### src/rtl/nic_pkg.sv
// nic_pkg
// Shared definitions for the buffered network interface controller.
//   - CPU register map addresses (input/output buffer and status words)
//   - VC_BIT: bit index of the virtual-channel bit in a packet.
//     Bit 0 is the MSB because packets use ascending [0:N-1] ranges.
//   - statusCountOffset(): the left shift that places the FIFO count
//     field inside a status word.
// Configuration macro: NIC_ERR_EN. When it is defined, status words carry
// a sticky error flag in bit 1, and the count field moves up by one bit.
package nic_pkg;

  localparam logic [1:0] ADDR_IN_BUF   = 2'b00;
  localparam logic [1:0] ADDR_IN_STAT  = 2'b01;
  localparam logic [1:0] ADDR_OUT_BUF  = 2'b10;
  localparam logic [1:0] ADDR_OUT_STAT = 2'b11;

  localparam int VC_BIT = 0;

  // Bit 0 of a status word is always the low status bit (nonempty/full).
  // With error flags enabled, bit 1 holds the flag, so the count starts at bit 2.
  function automatic int statusCountOffset();
`ifdef NIC_ERR_EN
    return 2;
`else
    return 1;
`endif
  endfunction

endpackage

### src/rtl/nic_sync_fifo.sv
// nic_sync_fifo
// Single-clock FIFO with a synchronous active-high reset. One instance
// buffers each NIC direction.
// Ports:
//   clk, reset        clock and synchronous reset (reset empties the FIFO)
//   i_push, i_wrData  write request and data; ignored when the FIFO is full
//   i_pop             read request; ignored when the FIFO is empty
//   o_rdData          current head entry (undefined content when empty)
//   o_full, o_empty   occupancy flags, derived from the count
//   o_count           number of stored entries, 0..DEPTH
// DEPTH must be a power of two and at least 2, so the pointers wrap
// naturally modulo DEPTH.
module nic_sync_fifo
  import nic_pkg::*;
#(
  parameter int WIDTH = 64,
  parameter int DEPTH = 4
) (
  input  logic                         clk,
  input  logic                         reset,
  input  logic                         i_push,
  input  logic [WIDTH-1:0]             i_wrData,
  input  logic                         i_pop,
  output logic [WIDTH-1:0]             o_rdData,
  output logic                         o_full,
  output logic                         o_empty,
  output logic [$clog2(DEPTH+1)-1:0]   o_count
);

  localparam int PTR_W = $clog2(DEPTH);
  localparam int CNT_W = $clog2(DEPTH + 1);

  logic [WIDTH-1:0] r_mem [DEPTH];
  logic [PTR_W-1:0] r_wrPtr;
  logic [PTR_W-1:0] r_rdPtr;
  logic [CNT_W-1:0] r_count;
  logic             w_doPush;
  logic             w_doPop;

  // Full and empty come from the pre-edge count. This rule gates both
  // requests, so a push into a full FIFO is dropped even if a pop happens
  // in the same cycle.
  assign o_full   = (r_count == CNT_W'(DEPTH));
  assign o_empty  = (r_count == '0);
  assign o_count  = r_count;
  assign o_rdData = r_mem[r_rdPtr];
  assign w_doPush = i_push && !o_full;
  assign w_doPop  = i_pop && !o_empty;

  // The storage array has no reset. Reset flushes the FIFO through the
  // pointers and count alone.
  always_ff @(posedge clk) begin
    if (w_doPush) begin
      r_mem[r_wrPtr] <= i_wrData;
    end
  end

  // Pointer and occupancy bookkeeping. A push and a pop in the same cycle
  // both take effect and leave the count unchanged.
  always_ff @(posedge clk) begin
    if (reset) begin
      r_wrPtr <= '0;
      r_rdPtr <= '0;
      r_count <= '0;
    end else begin
      if (w_doPush) begin
        r_wrPtr <= r_wrPtr + PTR_W'(1);
      end
      if (w_doPop) begin
        r_rdPtr <= r_rdPtr + PTR_W'(1);
      end
      case ({w_doPush, w_doPop})
        2'b10:   r_count <= r_count + CNT_W'(1);
        2'b01:   r_count <= r_count - CNT_W'(1);
        default: r_count <= r_count;
      endcase
    end
  end

endmodule

### src/rtl/nic_buffered.sv
// nic_buffered
// Network interface controller between a PE load/store port and a mesh
// router PE port. Each direction has its own FIFO.
// Ports:
//   clk, reset               clock and synchronous active-high reset
//   addr, d_in, nicEn,       CPU register access: 00 input buffer,
//   nicEnWR                  01 input status, 10 output buffer, 11 output status
//   d_out                    registered CPU load data
//   net_si, net_di, net_ro   router-to-NIC packet handshake
//   net_so, net_do, net_ri   NIC-to-router packet handshake
//   net_polarity             router VC phase; gates outgoing launch
// Configuration macro: NIC_ERR_EN. It adds sticky overflow and underflow
// flags, reported in the status words.
module nic_buffered
  import nic_pkg::*;
#(
  parameter int PACKET_WIDTH = 64,
  parameter int IN_DEPTH     = 4,
  parameter int OUT_DEPTH    = 4
) (
  input  logic                    clk,
  input  logic                    reset,
  input  logic [0:1]              addr,
  input  logic [0:PACKET_WIDTH-1] d_in,
  output logic [0:PACKET_WIDTH-1] d_out,
  input  logic                    nicEn,
  input  logic                    nicEnWR,
  input  logic                    net_si,
  input  logic [0:PACKET_WIDTH-1] net_di,
  output logic                    net_ro,
  output logic                    net_so,
  output logic [0:PACKET_WIDTH-1] net_do,
  input  logic                    net_ri,
  input  logic                    net_polarity
);

  localparam int IN_CNT_W  = $clog2(IN_DEPTH + 1);
  localparam int OUT_CNT_W = $clog2(OUT_DEPTH + 1);

  logic [0:PACKET_WIDTH-1] w_inHead;
  logic [0:PACKET_WIDTH-1] w_outRaw;
  logic [0:PACKET_WIDTH-1] w_outHead;
  logic [0:PACKET_WIDTH-1] w_inStat;
  logic [0:PACKET_WIDTH-1] w_outStat;
  logic                    w_inFull;
  logic                    w_inEmpty;
  logic                    w_outFull;
  logic                    w_outEmpty;
  logic [IN_CNT_W-1:0]     w_inCount;
  logic [OUT_CNT_W-1:0]    w_outCount;
  logic                    w_inPush;
  logic                    w_inPop;
  logic                    w_outStore;
  logic                    w_outPop;
  logic                    w_load;

  assign w_load     = nicEn && !nicEnWR;
  assign w_outStore = nicEn && nicEnWR && (addr == ADDR_OUT_BUF);
  assign w_inPush   = net_si && net_ro;
  assign w_inPop    = w_load && (addr == ADDR_IN_BUF) && !w_inEmpty;

  // The router always sees the output head, forced to zero when nothing is
  // queued. A packet launches only when its VC bit matches the current phase.
  assign net_ro    = !w_inFull;
  assign w_outHead = w_outEmpty ? '0 : w_outRaw;
  assign net_do    = w_outHead;
  assign net_so    = !w_outEmpty && net_ri && (w_outHead[VC_BIT] == net_polarity);
  assign w_outPop  = net_so;

  nic_sync_fifo #(
    .WIDTH (PACKET_WIDTH),
    .DEPTH (IN_DEPTH)
  ) u_inFifo (
    .clk      (clk),
    .reset    (reset),
    .i_push   (w_inPush),
    .i_wrData (net_di),
    .i_pop    (w_inPop),
    .o_rdData (w_inHead),
    .o_full   (w_inFull),
    .o_empty  (w_inEmpty),
    .o_count  (w_inCount)
  );

  nic_sync_fifo #(
    .WIDTH (PACKET_WIDTH),
    .DEPTH (OUT_DEPTH)
  ) u_outFifo (
    .clk      (clk),
    .reset    (reset),
    .i_push   (w_outStore),
    .i_wrData (d_in),
    .i_pop    (w_outPop),
    .o_rdData (w_outRaw),
    .o_full   (w_outFull),
    .o_empty  (w_outEmpty),
    .o_count  (w_outCount)
  );

`ifdef NIC_ERR_EN
  logic r_ovf;
  logic r_unf;
  logic w_ovfSet;
  logic w_unfSet;
  logic w_ovfClr;
  logic w_unfClr;

  assign w_ovfSet = w_outStore && w_outFull;
  assign w_unfSet = w_load && (addr == ADDR_IN_BUF) && w_inEmpty;
  assign w_ovfClr = w_load && (addr == ADDR_OUT_STAT);
  assign w_unfClr = w_load && (addr == ADDR_IN_STAT);

  // Sticky error flags. Reading a status word clears the flag it reports,
  // but an error in that same cycle sets the flag again.
  always_ff @(posedge clk) begin
    if (reset) begin
      r_ovf <= 1'b0;
      r_unf <= 1'b0;
    end else begin
      r_ovf <= (r_ovf && !w_ovfClr) || w_ovfSet;
      r_unf <= (r_unf && !w_unfClr) || w_unfSet;
    end
  end
`endif

  // Build the status words: count field, optional error flag in bit 1,
  // and the low status bit. Because of the ascending range, the LSB of
  // each word is index PACKET_WIDTH-1.
  always_comb begin
    w_inStat  = PACKET_WIDTH'(w_inCount) << statusCountOffset();
    w_outStat = PACKET_WIDTH'(w_outCount) << statusCountOffset();
    w_inStat[PACKET_WIDTH-1]  = !w_inEmpty;
    w_outStat[PACKET_WIDTH-1] = w_outFull;
`ifdef NIC_ERR_EN
    w_inStat[PACKET_WIDTH-2]  = r_unf;
    w_outStat[PACKET_WIDTH-2] = r_ovf;
`endif
  end

  // CPU load register. A status load captures the pre-edge state, which
  // gives one cycle of status latency. A load from the output-buffer
  // address leaves d_out as it was.
  always_ff @(posedge clk) begin
    if (reset) begin
      d_out <= '0;
    end else if (w_load) begin
      case (addr)
        ADDR_IN_BUF:   d_out <= w_inEmpty ? '0 : w_inHead;
        ADDR_IN_STAT:  d_out <= w_inStat;
        ADDR_OUT_STAT: d_out <= w_outStat;
        default:       d_out <= d_out;
      endcase
    end
  end

endmodule

### config.mk
export PLATFORM = sky130hd
export DESIGN_NAME = nic_buffered
export DESIGN_NICKNAME = d
export VERILOG_FILES = /design/src/rtl/nic_pkg.sv /design/src/rtl/nic_sync_fifo.sv /design/src/rtl/nic_buffered.sv
export SDC_FILE = /design/constraint.sdc
export NUM_CORES = 1
export LEC_CHECK = 0
export BUFFER_PORTS_ARGS = -buffer_cell sky130_fd_sc_hd__clkbuf_2
export CORE_ASPECT_RATIO = 0.7
export CORE_MARGIN = 1
export CORE_UTILIZATION = 40
export CTS_CLUSTER_SIZE = 28
export DETAILED_ROUTE_END_ITERATION = 6
export GPL_TIMING_DRIVEN = 1
export RECOVER_POWER = 50
export SLEW_MARGIN = 25
export SYNTH_ARGS = -nofsm -noshare
export SYNTH_HDL_FRONTEND = slang
export SYNTH_SLANG_ARGS = --single-unit
### constraint.sdc
create_clock -name clk -period 5.8 [get_ports clk]
set_input_delay 0.58 -clock clk [delete_from_list [all_inputs] [get_ports clk]]
set_output_delay 0.58 -clock clk [all_outputs]
set_load 0.02 [all_outputs]
==> results of run 1 <==
-- per-layer routing --
| metal | vias up | part of all wire [%] |
|---|---|---|
| met1 | 5634 | 45 |
| met2 | 232 | 49 |
| li1 | 4865 | - |
| met4 | 4 | 1.6 |
| met5 | - | 0.058 |
| met3 | 63 | 4.9 |
-- final timing paths --
check / startpoint / endpoint / slack [ns] / depth (start not counted)
setup / recovery: reset / flip-flop / 1.82 / 4
hold / removal: net_di[63] / u_inFifo.r_mem[0][0] / 0.24 / 1
setup reg to reg: flip-flop / u_outFifo.o_count[2] / 2.55 / 9
hold reg to reg: d_out[63] / d_out[63] / 0.46 / 2
-- placed cells by master, fill, tap and decap left out, types with 3 or more instances in the layout --
cell type  instances
xor2_1             5
ha_1              10
edfxtp_1         512
a22oi_1           60
nor2_1            73
xnor2_1            3
clkbuf_2          74
o21ai_0            4
bufinv_16          5
clkinv_4           4
and2_2             4
dfxtp_1           78
a221oi_1           4
mux4_2           128
clkbuf_1         204
clkinv_1          11
clkbuf_16         56
mux2_2             3
inv_1             16
nand2_1            8
a21oi_1           10
clkinv_2           8
nor2b_1           66
buf_4             15
-- stage by stage --
| stage | utilization, % | instances | total power, W |
|---|---|---|---|
| detailed placement | 44.6 | 2026 | 0.00530 |
| global route | 47.5 | 2126 | 0.00904 |
| floorplan | - | 1075 | 0.00511 |
| CTS | 47.9 | 2126 | 0.00887 |
| global placement | 44.6 | 2026 | 0.00529 |
| finish | 47.5 | 2127 | 0.00874 |
-- power by group --
part	switching, W	internal (W)
combinational	0.000252	0.000141
clock	0.00153	0.00202
sequential	0.0000357	0.00476
total	0.00182	0.00691
-- registers in the layout (all words and copies together), names as in the netlist, named ones only --
signal	flops
u_inFifo.o_count	3
u_inFifo.r_mem	256
u_outFifo.r_mem	256
u_outFifo.o_count	3
u_outFifo.r_wrPtr	2
d_out	64
u_inFifo.r_wrPtr	2
u_outFifo.r_rdPtr	2
u_inFifo.r_rdPtr	2
-- critical path, cell delays in order --
cell and delay [ns]:
clkbuf_1 1.23, clkbuf_1 2.09, nor2b_1 0.14, mux2_2 0.38
-- area by class of cell --
cell class / instances / area, sq um / share of cell area (%)
diodes: 1 / 2.50 / 0.00976
well taps: 730 / 913 / 3.56
inverters: 16 / 60.1 / 0.234
clock inverters: 31 / 299 / 1.17
multi-input cells: 404 / 4660 / 18.2
clock buffers: 69 / 1470 / 5.74
flip-flops and latches: 594 / 17000 / 66.4
repair buffers: 282 / 1210 / 4.71
-- cells by family (layout without fill, tap and decap cells) --
group	count (synthesis)	in the layout	share of synthesized area [%]
flops	594	594	77.5
mux	133	133	13.4
buf+inv	77	398	1.44
xor+xnor	8	8	0.319
fa+ha+maj	12	12	0.752
simple gates	170	170	4.02
compound gates	81	81	2.64
other cells	0	1	0
==> metrics, run 1 <==
cell type contributing the most total cell area after synthesis edfxtp_1; leakage power of the design 8.02 nW; cell area after synthesis about 22000 sq um; nature of the critical path endpoint flip-flop; routed via count 10.8k; post-route cell area 25600 sq um; total overflow reported by the global router 0; Post-synth ARST share 0%; # setup viols final 0; worst path required time 6.27 ns; worst min path class in2reg; Yosys top cell area share ~70%; number of sinks handled by clock tree synthesis roughly 590; ranking of synthesized cells by instance count edfxtp_1 (512), mux4_2 (128), dfxtp_1 (82); Total Routed Length 46400 microns; total die area 55900 sq um; worst vdd rail ir drop approximately 270 uV; headroom to the max-slew limit -87.6%; met1 track demand over resource in global routing 23.0%; Nets 1502; number of hold buffers added after CTS 0; unrepaired setup endpoints after global routing no; post-CTS resize count 0; total global routing track utilization 16.6%; Root Buffer clkbuf_16; total number of yosys warnings 0; startpoint type of the worst setup path input pin; status finished with violations; DP HPWL 27100 microns; relative area change from synthesis to final layout 16.7%; Inserted Clock Buffers 55; instance count of the mapped netlist 1075; most frequent cell after synthesis edfxtp_1; number of buffers inserted to repair setup after CTS 0; Clock Pin Slew Worst Setup and Hold Paths 0.06 ns; data arrival time of the critical path approximately 4.5 ns; most instantiated flip-flop cell in the synthesis netlist edfxtp_1; Power Density 341 nW/um^2; most area-consuming cells after synthesis edfxtp_1 (70%), mux4_2 (13%), dfxtp_1 (7.5%); Clock Skew roughly 0.020 ns; antenna violation net count after detailed routing 0; Avg Inst Size Synth 20.4 sq um; first-iteration detailed-routing DRC count 675; violated checks capacitance limit, slew limit; Placement Rows 71; final critical path time including I/O delays and setup 3.98 ns; number of enable flip-flop cells after synthesis slightly above 500; CTS tree done; Peak Freq roughly 250 MHz; count of port buffers added during placement 266; fin. max-slew vios 83; flip-flop and latch count after synthesis just under 600; Hold Vio Cnt, Final 0; worst hold-check slack approximately 0.24 ns; class of the most critical setup path in2reg; pre-CTS setup slack 2.48 ns; chip width ~280 microns; count of cell types in the netlist 37; drt pass-1 iters 4; Max-cap violations 2; wire length of the first global-routing pass 69100 microns; fraction of final layout cells with drive strength greater than 1 22.5%; post-synthesis sequential area ratio between 70% and 80%; via count of the first global-routing pass 11.2k; highest fanout seen on the critical path ~50; effective utilization at floorplan 40.7%; fraction of the cycle the final worst path needs 68.6%; insertion delay to the later sink of the worst-skew pair 0.59 ns; final weighted congestion in routability-driven placement 0.713; largest net degree at the start of global routing 69; min setup slack post-route 1.82 ns; aggregate negative setup slack 0 ns; Worst Max-Slew Pin Slew 2.81 ns; CTS H-Tree Depth 2; fillcell total 4660; final routed wire length divided by cell count 21.8 microns; busiest metal layer after global routing met2; initial antenna violation count 3; number of top-level design ports ~270; GRT met3 Usage 3.33%; average via count per standard cell approximately 5.1; post-synth net total 1224; residual DRC count 0; met2 track demand over resource 27.0%; buffer levels on the longest clock path 3; die outline height 198 microns; Std-Cell Core Area 54000 sq um; placed inst area ~24000 sq um
No activity file was read; power rests on OpenSTA's default activity.
==> run 2, diff against run 1 <==
--- a/config.mk
+++ b/config.mk
@@ -5,6 +5,7 @@
 export SDC_FILE = /design/constraint.sdc
 export NUM_CORES = 1
 export LEC_CHECK = 0
+export ABC_AREA = 1
 export BUFFER_PORTS_ARGS = -buffer_cell sky130_fd_sc_hd__clkbuf_2
 export CORE_ASPECT_RATIO = 0.7
 export CORE_MARGIN = 1
==> constraint.sdc (replaced) <==
create_clock -name clk -period 4 [get_ports clk]
set_input_delay 0.4 -clock clk [delete_from_list [all_inputs] [get_ports clk]]
set_output_delay 0.4 -clock clk [all_outputs]
set_load 0.02 [all_outputs]
==> run 2 against run 1 <==
The run still ends with capacitance limit, slew limit left. Non-clock buffer count increased by 127. Global-route usage increased by 2.1 points. First-iteration DRC count increased by 39%. Final area increased by 7.0%. Clock-buffer cell count increased by 4. Highest routed layer unchanged.
==> metrics, run 2 <==
status finished with violations (unchanged); violated checks capacitance limit, slew limit (unchanged); wire length of the first global-routing pass 84400 microns (was 69100 microns); final weighted congestion in routability-driven placement 0.763 (was 0.713); worst path required time 4.52 ns (was 6.27 ns); largest registers u_inFifo.r_mem: 256 flops, u_outFifo.r_mem: 256 flops, d_out: 64 flops (unchanged); instance count of the mapped netlist 1860 (was 1075); startpoint type of the worst setup path flip-flop (was input pin); # setup viols final 0 (unchanged); DP HPWL 29700 microns (was 27100 microns); Total Routed Length 54300 microns (was 46400 microns); pre-CTS setup slack 1.49 ns (was 2.48 ns); Root Buffer clkbuf_16 (unchanged); ranking of synthesized cells by instance count edfxtp_1 (512), nor2_1 (467), o21ai_0 (273) (was edfxtp_1 (512), mux4_2 (128), dfxtp_1 (82)); worst vdd rail ir drop 303 uV (was 271 uV); initial antenna violation count 5 (was 3); Nets 2364 (was 1502); buffer levels on the longest clock path 3 (unchanged); final routed wire length divided by cell count 18.1 microns (was 21.8 microns); number of sinks handled by clock tree synthesis 594 (unchanged); residual DRC count 0 (unchanged); highest-count cells in the layout ignoring fill and taps edfxtp_1 (512), nor2_1 (459), o21ai_0 (275) (was edfxtp_1 (512), clkbuf_1 (204), mux4_2 (128)); first-iteration detailed-routing DRC count 940 (was 675); count of cell types in the netlist 29 (was 37); Worst Max-Slew Pin Slew 2.41 ns (was 2.81 ns); Inserted Clock Buffers 56 (was 55); min setup slack post-route 0.983 ns (was 1.82 ns); chip width 287 microns (was 282 microns); cell area after synthesis 22700 sq um (was 22000 sq um); Peak Freq 331 MHz; number of enable flip-flop cells after synthesis 512 (unchanged); most common library cell in the layout ignoring fill and taps edfxtp_1 (unchanged); final critical path time including I/O delays and setup approximately 3.0 ns; fraction of the cycle the final worst path needs between 70 and 80%; most area-consuming cells after synthesis edfxtp_1 (68%), nor2_1 (7.7%), dfxtp_1 (7.2%) (was edfxtp_1 (70%), mux4_2 (13%), dfxtp_1 (7.5%)); number of top-level design ports 267 (unchanged); post-CTS resize count 0 (unchanged); Placement Rows 72 (was 71); leakage power of the design 9.27 nW (was 8.02 nW); total die area 57800 sq um (was 55900 sq um); total global routing track utilization 18.8% (was 16.6%); antenna violation net count after detailed routing 0 (unchanged); total number of yosys warnings 0 (unchanged); worst min path class in2reg (unchanged); insertion delay to the later sink of the worst-skew pair 0.62 ns (was 0.59 ns); Post-synth ARST share 0% (unchanged); relative area change from synthesis to final layout 20.7% (was 16.7%); post-synthesis sequential area ratio 74.9% (was 77.5%); count of port buffers added during placement 266 (unchanged); most instantiated flip-flop cell in the synthesis netlist edfxtp_1 (unchanged); most frequent cell after synthesis edfxtp_1 (unchanged); flip-flop and latch count after synthesis 594 (unchanged); Std-Cell Core Area 55700 sq um (was 54000 sq um); fraction of final layout cells with drive strength greater than 1 8.48% (was 22.5%); drt pass-1 iters 5 (was 4); routed via count 15.0k (was 10.8k); headroom to the max-slew limit -60.9% (was -87.6%); Overall Power 0.0128 W (was 0.00874 W); nature of the critical path endpoint flip-flop (unchanged); cell type contributing the most total cell area after synthesis edfxtp_1 (unchanged); Hold Vio Cnt, Final 0 (unchanged); Clock Pin Slew Worst Setup and Hold Paths 0.06 ns (about the same); data arrival time of the critical path 3.54 ns (was 4.45 ns); largest net degree at the start of global routing 127 (was 69); highest fanout seen on the critical path 66 (was 51); CTS H-Tree Depth 2 (unchanged); fin. max-slew vios 261 (was 83); Avg Inst Size Synth 12.2 sq um (was 20.4 sq um); Max-cap violations 4 (was 2); via count of the first global-routing pass 14.7k (was 11.2k); class of the most critical setup path reg2reg (was in2reg); effective utilization at floorplan 40.8% (was 40.7%); unrepaired setup endpoints after global routing no (unchanged); average via count per standard cell 4.99 (was 5.08); die outline height 201 microns (was 198 microns); number of buffers inserted to repair setup after CTS 0 (unchanged); number of hold buffers added after CTS 121 (was 0); Yosys top cell area share 67.6% (was 70.0%); Power Density 465 nW/um^2 (was 341 nW/um^2); CTS tree done (unchanged); post-synth net total 2009 (was 1224); Clock Skew 0.0242 ns (was 0.0195 ns); total overflow reported by the global router 0 (unchanged)
[run 2: critical path, stage by stage, from the launching register on]
cell and delay [ns]:
dfxtp_1 1.95, o21ai_0 0.32, o21ai_0 0.41, nand2_1 0.10, a21oi_1 0.13
[run 2: per-layer routing]
layer,global-route usage [%],up-vias,wire length [microns]
met3,3.25,85,2820
met4,5.11,4,1130
met2,30.6,341,25800
li1,-,7257,-
met5,0,-,24
met1,25.9,7324,24500
[run 2: path summary, 6_finish.rpt]
path	slack, ns	startpoint	cells past startpoint	endpoint
max	0.98	flip-flop	4	d_out[62]
min	0.11	d_in[1]	1	u_outFifo.r_mem[3][62]
max reg2reg	0.98	flip-flop	4	d_out[62]
min reg2reg	0.47	d_out[29]	2	d_out[29]
[run 2: cells by family (layout without fill, tap and decap cells)]
family	count (synthesis)	after routing	share of synthesized area, %
flip-flops	594	594	74.9
other	0	3	0
buffers and inverters	149	552	3.28
AND/OR/NAND/NOR	623	623	10.4
AO/OA/AOI/OAI	481	481	10.7
XOR/XNOR	1	1	0.0385
adder cells (fa/ha/maj)	12	12	0.727
[run 2: metrics by stage]
| step | hold slack [ns] | setup TNS, ns | cell area [sq um] | cells | utilization, % |
|---|---|---|---|---|---|
| finish | 0.115 | 0 | 27400 | 3006 | 49.3 |
| global route | 0.0867 | 0 | 27400 | 3005 | 49.3 |
| CTS | 0.00165 | 0 | 27700 | 3003 | 49.8 |
| detailed placement | 0.456 | 0 | 24800 | 2776 | 44.5 |
| global placement | 0.451 | 0 | 24800 | 2776 | 44.5 |
| floorplan | 0.444 | -2.28 | 22700 | 1860 | - |
[run 2: power breakdown]
part           switching, W  internal, W
Combinational      0.000477     0.000237
Sequential        0.0000408      0.00689
Clock               0.00226      0.00285
[run 2: area by class of cell]
cell class                      instances  area [sq um]
Timing Repair Buffer                  409          2560
Clock buffer                           73          1470
Tap cell                              740           926
Antenna cell                            3          7.51
Sequential cell                       594         17000
Clock inverter                         33           289
Fill cell                            4971         28200
Multi-Input combinational cell       1117          5030
Inverter                               37           140
